===== src/rtl/video_edge_blend.sv =====
// Edge-blend stage for multi-projector overlap: a linear gain ramp on the left/right edge of each
// active line, three register stages from rec_* to tra_*, syncs and DE delayed to match.
module video_edge_blend #(
   parameter int BLEND_LOG2 = 8,
   parameter int CNT_W      = 12
) (
   input  logic             rec_clk,
   input  logic             nreset,
   input  logic [7:0]       rec_red,
   input  logic [7:0]       rec_green,
   input  logic [7:0]       rec_blue,
   input  logic             rec_hsync,
   input  logic             rec_vsync,
   input  logic             rec_de,
   input  logic             blend_left_en,
   input  logic             blend_right_en,
   output logic [7:0]       tra_red,
   output logic [7:0]       tra_green,
   output logic [7:0]       tra_blue,
   output logic             tra_hsync,
   output logic             tra_vsync,
   output logic             tra_de,
   output logic             tra_clk,
   output logic [CNT_W-1:0] line_len,
   output logic             line_len_valid
);

   localparam int GW = BLEND_LOG2 + 1;
   localparam int DW = CNT_W + 2;
   localparam logic [GW-1:0]        GAIN_FULL = {1'b1, {BLEND_LOG2{1'b0}}};
   localparam logic signed [DW-1:0] RAMP_W    = DW'(1 << BLEND_LOG2);
   localparam logic signed [DW-1:0] D_ONE     = DW'(1);
   localparam logic [CNT_W-1:0]     X_MAX     = '1;

   assign tra_clk = rec_clk;

   logic             s1_hs_reg, s1_vs_reg, s1_de_reg;
   logic [CNT_W-1:0] x_reg;
   logic [CNT_W-1:0] x_inc;
   logic             lat_l_reg, lat_r_reg;
   logic             s2_hs_reg, s2_vs_reg, s2_de_reg;
   logic [GW-1:0]    s2_gain_reg;

   logic [GW-1:0]        gl, gr, gain_next;
   logic signed [DW-1:0] d_raw, d_clip;

   logic [2:0][7:0] rec_pix;
   logic [2:0][7:0] out_pix;

   assign rec_pix = {rec_blue, rec_green, rec_red};
   assign x_inc   = (x_reg == X_MAX) ? X_MAX : x_reg + CNT_W'(1);

   // S1: sync/DE capture, pixel position, line length and frame-synchronous enables
   always_ff @(posedge rec_clk or negedge nreset) begin
      if (!nreset) begin
         s1_hs_reg      <= 1'b0;
         s1_vs_reg      <= 1'b0;
         s1_de_reg      <= 1'b0;
         x_reg          <= '0;
         line_len       <= '0;
         line_len_valid <= 1'b0;
         lat_l_reg      <= 1'b0;
         lat_r_reg      <= 1'b0;
      end else begin
         s1_hs_reg <= rec_hsync;
         s1_vs_reg <= rec_vsync;
         s1_de_reg <= rec_de;
         if (rec_de) begin
            x_reg <= s1_de_reg ? x_inc : '0;
         end
         // x_reg still holds the last pixel of the line on the DE falling edge
         if (s1_de_reg && !rec_de) begin
            line_len       <= x_inc;
            line_len_valid <= 1'b1;
         end
         if (rec_vsync && !s1_vs_reg) begin
            lat_l_reg <= blend_left_en;
            lat_r_reg <= blend_right_en;
         end
      end
   end

   // Gain for the pixel in S1; the right ramp counts down to the previous line's last pixel
   always_comb begin
      gl = GAIN_FULL;
      if (lat_l_reg && ($signed({2'b00, x_reg}) < RAMP_W)) begin
         gl = x_reg[GW-1:0] + GW'(1);
      end
      d_raw  = $signed({2'b00, line_len}) - $signed({2'b00, x_reg}) - D_ONE;
      d_clip = d_raw[DW-1] ? '0 : d_raw;
      gr = GAIN_FULL;
      if (lat_r_reg && line_len_valid && (d_clip < RAMP_W)) begin
         gr = d_clip[GW-1:0] + GW'(1);
      end
      gain_next = (gl < gr) ? gl : gr;
   end

   // S2 carries the gain, S3 is the output register
   always_ff @(posedge rec_clk or negedge nreset) begin
      if (!nreset) begin
         s2_hs_reg   <= 1'b0;
         s2_vs_reg   <= 1'b0;
         s2_de_reg   <= 1'b0;
         s2_gain_reg <= '0;
         tra_hsync   <= 1'b0;
         tra_vsync   <= 1'b0;
         tra_de      <= 1'b0;
      end else begin
         s2_hs_reg   <= s1_hs_reg;
         s2_vs_reg   <= s1_vs_reg;
         s2_de_reg   <= s1_de_reg;
         s2_gain_reg <= gain_next;
         tra_hsync   <= s2_hs_reg;
         tra_vsync   <= s2_vs_reg;
         tra_de      <= s2_de_reg;
      end
   end

   for (genvar gi = 0; gi < 3; gi++) begin : gen_ch
      logic [7:0]      s1_pix_reg, s2_pix_reg, out_pix_reg;
      logic [8+GW-1:0] prod;

      // gain <= 2^BLEND_LOG2, so the shifted product never exceeds 255
      assign prod = {{GW{1'b0}}, s2_pix_reg} * {8'd0, s2_gain_reg};

      always_ff @(posedge rec_clk or negedge nreset) begin
         if (!nreset) begin
            s1_pix_reg  <= '0;
            s2_pix_reg  <= '0;
            out_pix_reg <= '0;
         end else begin
            s1_pix_reg  <= rec_pix[gi];
            s2_pix_reg  <= s1_pix_reg;
            out_pix_reg <= s2_de_reg ? 8'(prod >> BLEND_LOG2) : 8'd0;
         end
      end

      assign out_pix[gi] = out_pix_reg;
   end

   assign tra_red   = out_pix[0];
   assign tra_green = out_pix[1];
   assign tra_blue  = out_pix[2];

endmodule

===== config.mk =====
export PLATFORM = sky130hd
export DESIGN_NAME = video_edge_blend
export DESIGN_NICKNAME = d
export VERILOG_FILES = /design/src/rtl/video_edge_blend.sv
export SDC_FILE = /design/constraint.sdc
export NUM_CORES = 1
export LEC_CHECK = 0
export CAP_MARGIN = 30
export CELL_PAD_IN_SITES_DETAIL_PLACEMENT = 1
export CELL_PAD_IN_SITES_GLOBAL_PLACEMENT = 1
export CORE_MARGIN = 1
export CORE_UTILIZATION = 52
export DETAILED_ROUTE_END_ITERATION = 6
export GPL_TIMING_DRIVEN = 1
export PLACE_DENSITY_LB_ADDON = 0.1
export SYNTH_ARGS = -nofsm -noshare
export SYNTH_HDL_FRONTEND = slang
export SYNTH_SLANG_ARGS = --single-unit

===== constraint.sdc =====
create_clock -name rec_clk -period 15.4 [get_ports rec_clk]
set_input_delay 3.08 -clock rec_clk [delete_from_list [all_inputs] [get_ports rec_clk]]
set_output_delay 3.08 -clock rec_clk [all_outputs]
set_load 0.005 [all_outputs]

==> insert_results.sql, run 1 <==
INSERT INTO impl_metrics (metric_group, metric, value, unit) VALUES
('yosys', 'post_synth_and_or_nand_nor_area_fraction', '0.185', ''),
('layout', 'layout.nets', '1523', ''),
('min_path', 'whs_endpoint', 'gen_ch[1].s2_pix_reg[6]$_DFF_PN0_', ''),
('clocking', 'cts.reportedPaths.clkPinSlew', '60', 'ps'),
('timing', 'finalHoldViolations', '0', ''),
('die', 'die-height', '149', 'um'),
('layout', 'antenna_cells', '0', ''),
('yosys', 'synth_largest_type_area_fraction', '0.259', ''),
('yosys', 'postSynthAreaPerCell', '9.46', 'um2'),
('die', 'design.die.area', '22300', 'um2'),
('die', 'initial_utilization', '0.534', ''),
('setup_path', 'crit_buf_inv', '3', ''),
('layout', 'post_layout_nonfiller_instances', '1540', ''),
('pwr', 'total_leakage_power', '6.51', 'nW'),
('setup_path', 'slowest_stage', 'sky130_fd_sc_hd__clkdlybuf4s50_1', ''),
('yosys', 'synth_fp_nets', '1464', ''),
('drt', 'drt-vias-per-instance', '5.54', ''),
('drt', 'routed_wl', '28300', 'um'),
('min_path', 'holdCritPathClass', 'flip-flop to flip-flop', ''),
('yosys', 'synth_flop_cell', 'sky130_fd_sc_hd__dfrtp_1', ''),
('timing', 'setup_tns', '0', 'ps'),
('drt', 'drt_iter0_drc', '349', ''),
('global_routing', 'maximum_number_of_pins_on_one_net_before_global_route_repair', '72', ''),
('setup_path', 'most_frequent_cp_cell', 'sky130_fd_sc_hd__clkbuf_16', ''),
('layout', 'post_route_cells_drive_above_1_share', '0.0451', ''),
('layout', 'final_cell_mix', 'sky130_fd_sc_hd__inv_1 (184), sky130_fd_sc_hd__nand2_1 (152), sky130_fd_sc_hd__fa_1 (121), sky130_fd_sc_hd__ha_1 (119), sky130_fd_sc_hd__dfrtp_1 (117)', ''),
('drt', 'first_drt_pass_iteration_count', '6', ''),
('yosys', 'synth_compound_gate_area_share', '0.0814', ''),
('global_routing', 'grt_pass1_vias', '9477', ''),
('global_routing', 'grt_remaining_overflow', '0', ''),
('layout', 'layout.cells.most_common', 'sky130_fd_sc_hd__inv_1', ''),
('global_routing', 'grt_pass1_wl', '47800', 'um'),
('timing', 'grt_setup_unrepaired', 'false', ''),
('timing', 'setup_viol', '0', ''),
('min_path', 'cell_count_of_the_worst_hold_path', '0', ''),
('die', 'design.portCount', '72', ''),
('clocking', 'tritoncts_clock_tree', 'done', ''),
('yosys', 'yosys_warnings', '0', ''),
('timing', 'tightest_slew', '1000', 'ps'),
('setup_path', 'timing.critical_path.max_delay_family', 'buffers and inverters', ''),
('yosys', 'yosys-top-cells-area', 'sky130_fd_sc_hd__dfrtp_1 (26%), sky130_fd_sc_hd__fa_1 (21%), sky130_fd_sc_hd__ha_1 (13%)', ''),
('yosys', 'synth_top_family_by_area', 'adder cells', ''),
('yosys', 'synth-adder-area-share', '0.347', ''),
('clocking', 'post_cts_resize_count', '0', ''),
('min_path', 'timing.hold.worst.start', 'gen_ch[1].s1_pix_reg[6]$_DFF_PN0_', ''),
('yosys', 'yosysTopAreaCell', 'sky130_fd_sc_hd__dfrtp_1', ''),
('setup_path', 'crit_required', '12320', 'ps'),
('yosys', 'synthArstFlopShare', '1.00', ''),
('setup_path', 'cp_data_arrival_time', '8380', 'ps'),
('pwr', 'power_per_cell_area', '111', 'nW/um2'),
('placed_design', 'dp_cells', '1504', ''),
('yosys', 'ys_types', '67', ''),
('yosys', 'synth_sequential_area_ratio', '0.259', ''),
('setup_path', 'r2r-start', 'x_reg[0]$_DFFE_PN0P_', ''),
('yosys', 'netlist_instances', '1193', ''),
('placed_design', 'buffer_ports.inserted', '71', ''),
('outcome', 'outcome', 'finished, final reports clean', ''),
('global_routing', 'grt_util_all_layers', '0.281', ''),
('timing', 'fin_skew', '16.5', 'ps'),
('setup_path', 'timing.critical_path.fanout_max', '2', ''),
('drt', 'drcViolationCount', '0', ''),
('drt', 'routed-via-count', '8534', ''),
('setup_path', 'max_stage_delay', '430', 'ps'),
('clocking', 'hold_buffers', '0', ''),
('setup_path', 'worst_setup_end_kind', 'output pin', ''),
('timing', 'worst_slew_margin_rel', '0.331', ''),
('clocking', 'clock_latency', '550', 'ps'),
('setup_path', 'cp_cell_sequence', 'clkbuf_16 -> clkbuf_16 -> clkdlybuf4s50_1', ''),
('setup_path', 'setup.worst_path.start_class', 'clock port', ''),
('layout', 'nFillCells', '2370', ''),
('drt', 'route.antenna.remaining_nets', '0', '');
## worst reg2reg max path: cells and delay by family, from the launching register on
family                   cells  cell delay [ps]
multiplexers                 1              210
flip-flops                   1              480
adder cells (fa/ha/maj)      4             1220
AND/OR/NAND/NOR              7             1630
AO/OA/AOI/OAI                9             1940
buffers and inverters        1              280
XOR/XNOR                     1              180
## metrics by stage
step	hold WS [ps]	cell area, um2	utilization	total power (W)	worst slack [ps]
global route	356	12900	0.611	0.00155	3940
CTS	344	12900	0.610	0.00146	3930
detailed placement	336	12200	0.578	0.000981	4210
global placement	332	12200	0.577	0.000952	4210
finish	342	12900	0.611	0.00144	3940
floorplan	331	11300	-	0.000792	4510
## where the power goes
part	leakage (nW)	internal, W	switching, W
logic	4.75	0.000269	0.000316
registers	1.45	0.000341	0.0000462
clock network	0.317	0.000296	0.000169
## synth_stat cells (all sizes together), types with 5 or more instances
cell / number
and3: 10
nand2b: 13
inv: 184
o211ai: 7
nor3b: 13
fa: 121
a31oi: 12
o21bai: 5
nor2: 47
ha: 119
clkbuf: 38
nand2: 152
and2: 108
mux2i: 11
xnor2: 35
nor2b: 13
nor3: 9
a21o: 9
nand3: 14
o21ai: 25
o21a: 5
dfrtp: 117
a21oi: 41
o31ai: 6
xor2: 13
## routing by layer
layer,GRT usage,vias up,wire (um)
li1,-,3940,-
met1,0.356,4383,12500
met2,0.480,150,14100
met3,0.0505,59,1000
met4,0.103,2,638
met5,0,-,17
## layout make-up
| type | count | area share |
|---|---|---|
| Sequential cell | 117 | 0.226 |
| Timing Repair Buffer | 78 | 0.0605 |
| Tap cell | 275 | 0.0266 |
| Clock inverter | 11 | 0.0116 |
| Clock buffer | 25 | 0.0414 |
| Inverter | 184 | 0.0534 |
| Multi-Input combinational cell | 850 | 0.580 |
## kinds of logic after synthesis
kind of cell,Yosys count
flip-flops,117
adder cells (fa/ha/maj),240
multiplexers,14
AND/OR/NAND/NOR,410
AO/OA/AOI/OAI,138
XOR/XNOR,48
buffers and inverters,226
## worst max path at each step
stage	start	endpoint	slack [ps]
floorplan	rec_clk	tra_clk	4510
global placement	rec_clk	tra_clk	4210
detailed placement	rec_clk	tra_clk	4210
CTS	rec_clk	tra_clk	3930
global route	rec_clk	tra_clk	3940
finish	rec_clk	tra_clk	3940
Power figures use the tool's default switching activity.
==> run 2, diff against run 1 <==
CORE_UTILIZATION = 43   (was 52)
clock period = 9.7 ns   (was 15.4 ns; I/O delays follow)
==> run 2 against run 1 <==
Hold slack better by 6.4 ps. Sequential power is 58% higher. Clock skew hardly changed. Flip-flop and latch count stayed put. First-iteration DRC count is 6.0% lower. Critical path type unchanged. Critical endpoint unchanged. Largest cell class unchanged. Largest power group unchanged. Highest routed layer unchanged.
==> insert_results.sql, run 2 (same netlist as run 1, synthesis figures left out) <==
INSERT INTO impl_metrics (metric_group, metric, value, unit) VALUES
('drt', 'met1Wirelength', '13100', 'um'),
('layout', 'synthToLayoutAreaGrowth', '14.9', '%'),
('layout', 'layout.cells.most_common', 'sky130_fd_sc_hd__inv_1', ''),
('layout', 'antenna_cells', '0', ''),
('timing', 'final.hold.worst_slack', '348', 'ps'),
('layout', 'multi_input_area', '7500', 'um2'),
('die', 'placement_rows', '58', ''),
('clocking', 'cts.reportedPaths.clkPinSlew', '60', 'ps'),
('drt', 'drt_iter0_drc', '328', ''),
('pwr', 'total_leakage_power', '6.50', 'nW'),
('global_routing', 'grt_pass1_wl', '46800', 'um'),
('pwr', 'power_per_cell_area', '172', 'nW/um2'),
('setup_path', 'reg2reg_setup_slack', '3540', 'ps'),
('clocking', 'post-cts-setup-buffers', '0', ''),
('drt', 'routed-via-count', '8408', ''),
('setup_path', 'cp_data_arrival_time', '5530', 'ps'),
('setup_path', 'critical_register_to_register_path_endpoint', 's2_gain_reg[0]$_DFF_PN0_', ''),
('setup_path', 'r2r-start', 'x_reg[0]$_DFFE_PN0P_', ''),
('timing', 'setup_tns', '0', 'ps'),
('drt', 'avgRoutedWirePerCell', '17.5', 'um'),
('pwr', 'total_power', '0.00223', 'W'),
('timing', 'setup_viol', '0', ''),
('outcome', 'outcome', 'finished, final reports clean', ''),
('layout', 'final-seq-area', '2930', 'um2'),
('drt', 'routed_wl', '27900', 'um'),
('drt', 'drcViolationCount', '0', ''),
('global_routing', 'grt_pass1_vias', '9139', ''),
('setup_path', 'worst_setup_end_kind', 'output pin', ''),
('timing', 'worst_slew_margin_rel', '0.297', ''),
('placed_design', 'placed_area', '12300', 'um2'),
('die', 'design.portCount', '72', ''),
('placed_design', 'gp_congestion', '0.845', ''),
('drt', 'met3WireLength', '760', 'um'),
('layout', 'final_cell_mix', 'sky130_fd_sc_hd__inv_1 (184), sky130_fd_sc_hd__nand2_1 (152), sky130_fd_sc_hd__fa_1 (121), sky130_fd_sc_hd__ha_1 (119), sky130_fd_sc_hd__dfrtp_1 (117)', ''),
('setup_path', 'timing.critical_path.fanout_max', '2', ''),
('clocking', 'clock_latency', '550', 'ps'),
('layout', 'post_route_cells_drive_above_1_share', '0.0466', ''),
('die', 'die_x', '164', 'um'),
('min_path', 'holdCritPathClass', 'flip-flop to flip-flop', ''),
('drt', 'met2_length', '13700', 'um'),
('global_routing', 'maximum_number_of_pins_on_one_net_before_global_route_repair', '64', ''),
('timing', 'slew_viols_final', '0', ''),
('global_routing', 'grt_remaining_overflow', '0', ''),
('layout', 'nFillCells', '2886', ''),
('drt', 'drt-vias-per-instance', '5.27', ''),
('global_routing', 'antenna_found_initial', '3', ''),
('die', 'die-height', '164', 'um'),
('min_path', 'timing.hold.worst.start', 'gen_ch[2].s1_pix_reg[3]$_DFF_PN0_', ''),
('setup_path', 'crit_required', '7760', 'ps'),
('clocking', 'post_cts_resize_count', '0', ''),
('setup_path', 'worstSetupPathType', 'clock port to output pin', ''),
('clocking', 'hold_buffers', '0', ''),
('die', 'core', '25500', 'um2'),
('drt', 'first_drt_pass_iteration_count', '4', ''),
('min_path', 'whs_endpoint', 'gen_ch[2].s2_pix_reg[3]$_DFF_PN0_', ''),
('min_path', 'cell_count_of_the_worst_hold_path', '0', ''),
('layout', 'post-route-cell-area', '13000', 'um2'),
('job', 'max-cap-violations', '0', ''),
('setup_path', 'setup.worst_path.start_class', 'clock port', ''),
('pwr', 'ir_worst_vdd', '124', 'uV'),
('timing', 'tightest_slew', '1050', 'ps'),
('clocking', 'tritoncts_clock_tree', 'done', ''),
('placed_design', 'buffer_ports.inserted', '71', ''),
('timing', 'finalHoldViolations', '0', ''),
('timing', 'grt_setup_unrepaired', 'false', ''),
('global_routing', 'grt_util_all_layers', '0.228', ''),
('placed_design', 'dp_hpwl', '21000', 'um'),
('die', 'initial_utilization', '0.443', ''),
('drt', 'route.antenna.remaining_nets', '0', ''),
('timing', 'fin_skew', '16.2', 'ps'),
('drt', 'routed.top_layer', 'met5', ''),
('die', 'design.die.area', '26900', 'um2'),
('setup_path', 'reg2reg_depth', '22', ''),
('layout', 'layout.nets', '1523', '');
[run 2: layer usage]
layer,vias up,global-route usage
met3,27,0.0338
met4,2,0.0678
met2,117,0.385
met1,4321,0.300
met5,-,0
li1,3941,-
[run 2: report_power, final]
group	total [W]	leakage [nW]	switching [W]	internal (W)
Combinational	0.000919	4.75	0.000494	0.000425
Clock	0.000702	0.312	0.000280	0.000422
Sequential	0.000614	1.45	0.0000727	0.000542
[run 2: worst max path at each step]
stage | from | to | slack [ps] | cells after the start
3_3_place_gp | rec_clk | tra_clk | 2500 | 1
6_report | rec_clk | tra_clk | 2230 | 3
5_1_grt | rec_clk | tra_clk | 2230 | 3
2_1_floorplan | rec_clk | tra_clk | 2800 | 1
3_5_place_dp | rec_clk | tra_clk | 2500 | 1
4_1_cts | rec_clk | tra_clk | 2220 | 3
[run 2: final cells by class]
cell class              instances  share of cell area
inverters                     184              0.0533
well taps                     330              0.0318
multi-input cells             850               0.579
repair buffers                 78              0.0600
flip-flops and latches        117               0.226
clock buffers                  23              0.0407
clock inverters                13             0.00955
[run 2: critical path: stages]
cell                              delay, ps
sky130_fd_sc_hd__clkbuf_16              120
sky130_fd_sc_hd__clkbuf_16              130
sky130_fd_sc_hd__clkdlybuf4s50_1        430
[run 2: metrics by stage]
stage                     instances  setup slack [ps]   util
final                          1595              2230  0.509
after CTS                      1595              2220  0.509
after global routing           1595              2230  0.509
after floorplan                1193              2800      -
after detailed placement       1560              2500  0.484
after global placement         1558              2500  0.482
==> run 3, diff against run 2 <==
clock period = 6.54 ns   (was 9.7 ns; I/O delays follow)
==> run 3 against run 2 <==
Final cell count grew 0.13%. Non-clock buffer count grew 2. Routed wire length grew 1.0%. Flip-flop and latch count is the same. Setup slack lost 1400 ps. Count of clock-buffer cells in the layout shrank 1. Via count shrank 0.18%. Design area is essentially flat. Register-to-register slack lost 2700 ps. Hold slack lost 3.5 ps. Total power grew 50%. Largest cell class unchanged. Largest power group unchanged.
==> insert_results.sql, run 3 (same netlist as run 1, synthesis figures left out) <==
INSERT INTO impl_metrics (metric_group, metric, value, unit) VALUES
('outcome', 'outcome', 'finished, final reports clean', ''),
('timing', 'setup_viol', '0', ''),
('die', 'die-height', '164', 'um'),
('clocking', 'hold_buffers', '0', ''),
('placed_design', 'placed_area', '12300', 'um2'),
('setup_path', 'timing.critical_path.fanout_max', '8', ''),
('die', 'design.portCount', '72', ''),
('layout', 'post-route-cell-area', '13000', 'um2'),
('global_routing', 'grt_pass1_wl', '47300', 'um'),
('setup_path', 'r2r-start', 'x_reg[0]$_DFFE_PN0P_', ''),
('drt', 'routed_wl', '28200', 'um'),
('clocking', 'clock_latency', '550', 'ps'),
('min_path', 'timing.hold.worst.start', 'gen_ch[2].s1_pix_reg[2]$_DFF_PN0_', ''),
('setup_path', 'reg2reg_setup_slack', '800', 'ps'),
('setup_path', 'critical_register_to_register_path_endpoint', 's2_gain_reg[0]$_DFF_PN0_', ''),
('setup_path', 'reg2reg_depth', '22', ''),
('timing', 'post_route_clock_period_utilization', '0.877', ''),
('drt', 'drcViolationCount', '0', ''),
('layout', 'post_route_cells_drive_above_1_share', '0.0481', ''),
('drt', 'first_drt_pass_iteration_count', '5', ''),
('placed_design', 'dp_hpwl', '21200', 'um'),
('die', 'initial_utilization', '0.443', ''),
('placed_design', 'dp_worst_slack', '848', 'ps'),
('clocking', 'cts.reportedPaths.clkPinSlew', '60', 'ps'),
('pwr', 'power_per_cell_area', '258', 'nW/um2'),
('timing', 'slew_viols_final', '0', ''),
('drt', 'avgRoutedWirePerCell', '17.7', 'um'),
('pwr', 'ir_worst_vdd', '165', 'uV'),
('timing', 'period_minus_slack', '5740', 'ps'),
('timing', 'max_freq', '174', 'MHz'),
('timing', 'grt_setup_unrepaired', 'false', ''),
('min_path', 'cell_count_of_the_worst_hold_path', '0', ''),
('timing', 'fin_skew', '17.3', 'ps'),
('global_routing', 'grt_pass1_vias', '9208', ''),
('die', 'core', '25500', 'um2'),
('pwr', 'total_leakage_power', '6.51', 'nW'),
('die', 'die_x', '164', 'um'),
('job', 'max-cap-violations', '0', ''),
('setup_path', 'slowest_stage', 'sky130_fd_sc_hd__dfrtp_1', ''),
('layout', 'antenna_cells', '0', ''),
('setup_path', 'cp_data_arrival_time', '6160', 'ps'),
('layout', 'layout.cells.most_common', 'sky130_fd_sc_hd__inv_1', ''),
('timing', 'timing.final.ws_setup', '802', 'ps'),
('global_routing', 'grt_util_all_layers', '0.230', ''),
('timing', 'tightest_slew', '1020', 'ps'),
('timing', 'setup_tns', '0', 'ps'),
('layout', 'nFillCells', '2873', ''),
('clocking', 'post-cts-setup-buffers', '0', ''),
('setup_path', 'max_stage_delay', '470', 'ps'),
('setup_path', 'cp_cell_sequence', 'ha_1 -> fa_1 -> nand2b_1 -> a21o_1 -> a211oi_2 -> nor4b_1 -> and2_0 -> a41oi_1 -> and2_1 -> ha_1 -> and3_1 -> o21ai_0 -> xnor2_1 -> nand2_1 -> ha_1 -> a21o_1 -> a21o_1 -> a21oi_1 -> o21ai_0 -> a31oi_1 -> buf_4 -> mux2_4', ''),
('pwr', 'total_power', '0.00334', 'W'),
('layout', 'synthToLayoutAreaGrowth', '15.0', '%'),
('global_routing', 'maximum_number_of_pins_on_one_net_before_global_route_repair', '65', ''),
('clocking', 'tritoncts_clock_tree', 'done', ''),
('setup_path', 'worstSetupPathType', 'flip-flop to flip-flop', ''),
('timing', 'worst_slew_margin_rel', '0.323', ''),
('setup_path', 'crit_required', '6970', 'ps'),
('min_path', 'holdCritPathClass', 'flip-flop to flip-flop', ''),
('min_path', 'whs_endpoint', 'gen_ch[2].s2_pix_reg[2]$_DFF_PN0_', ''),
('die', 'placement_rows', '58', ''),
('placed_design', 'buffer_ports.inserted', '71', ''),
('drt', 'drt_iter0_drc', '345', ''),
('placed_design', 'gp_congestion', '0.856', ''),
('drt', 'route.antenna.remaining_nets', '0', ''),
('die', 'design.die.area', '26900', 'um2'),
('layout', 'final_cell_mix', 'sky130_fd_sc_hd__inv_1 (184), sky130_fd_sc_hd__nand2_1 (152), sky130_fd_sc_hd__fa_1 (121), sky130_fd_sc_hd__ha_1 (119), sky130_fd_sc_hd__dfrtp_1 (117)', ''),
('layout', 'layout.nets', '1525', ''),
('global_routing', 'grt_remaining_overflow', '0', ''),
('clocking', 'post_cts_resize_count', '0', ''),
('global_routing', 'antenna_found_initial', '1', ''),
('setup_path', 'setup.worst_path.start_class', 'flip-flop', ''),
('drt', 'routed-via-count', '8393', ''),
('setup_path', 'worst_setup_end_kind', 'flip-flop', ''),
('drt', 'drt-vias-per-instance', '5.26', ''),
('timing', 'finalHoldViolations', '0', '');
-- run 3: changes by cell type in the layout (fill, tap and decap cells not counted), sizes merged --
cell and delta:
clkinvlp +1, buf +2, bufinv +1, clkbuf -1, inv -1
-- run 3: worst max path at each step --
stage	from	to	cells past startpoint
after CTS	x_reg[0]$_DFFE_PN0P_	s2_gain_reg[0]$_DFF_PN0_	22
after global routing	x_reg[0]$_DFFE_PN0P_	s2_gain_reg[0]$_DFF_PN0_	22
final	x_reg[0]$_DFFE_PN0P_	s2_gain_reg[0]$_DFF_PN0_	22
after detailed placement	x_reg[0]$_DFFE_PN0P_	s2_gain_reg[0]$_DFF_PN0_	22
after global placement	x_reg[0]$_DFFE_PN0P_	s2_gain_reg[0]$_DFF_PN0_	22
after floorplan	x_reg[0]$_DFFE_PN0P_	s2_gain_reg[0]$_DFF_PN0_	22
-- run 3: through the flow --
| stage | hold slack [ps] | util | instances |
|---|---|---|---|
| 5_1_grt | 349 | 0.509 | 1597 |
| 4_1_cts | 348 | 0.509 | 1597 |
| 6_report | 345 | 0.509 | 1597 |
| 2_1_floorplan | 331 | - | 1193 |
| 3_5_place_dp | 336 | 0.484 | 1562 |
| 3_3_place_gp | 332 | 0.483 | 1561 |
-- run 3: power by group --
part,internal (W),total (W),leakage [nW],switching [W]
Sequential,0.000803,0.000915,1.45,0.000111
Clock,0.000652,0.00107,0.314,0.000414
Combinational,0.000635,0.00136,4.75,0.000728
Total,0.00209,0.00334,6.51,0.00125
-- run 3: layout make-up --
| class | count | area (um2) | share of cell area |
|---|---|---|---|
| Multi-Input combinational cell | 850 | 7500 | 0.578 |
| Sequential cell | 117 | 2930 | 0.226 |
| Timing Repair Buffer | 80 | 773 | 0.0596 |
| Inverter | 184 | 691 | 0.0532 |
| Clock buffer | 22 | 514 | 0.0396 |
| Tap cell | 330 | 413 | 0.0318 |
| Clock inverter | 14 | 153 | 0.0118 |
-- run 3: worst max-delay path, delay by kind of cell (launching register included) --
family          cells  cell delay (ps)
simple gates        6             1520
buf+inv             1              190
compound gates      9             1750
fa+ha+maj           4             1210
xor+xnor            1              150
flops               1              470
mux                 1              300
-- run 3: metal layers --
| metal | share of wire | track usage | vias to the layer above | routed length, um |
|---|---|---|---|---|
| met1 | 0.47 | 0.304 | 4290 | 13200 |
| met2 | 0.49 | 0.391 | 129 | 13800 |
| li1 | - | - | 3942 | - |
| met5 | 0 | 0 | - | 0 |
| met4 | 0.013 | 0.0690 | 0 | 381 |
| met3 | 0.028 | 0.0341 | 32 | 793 |
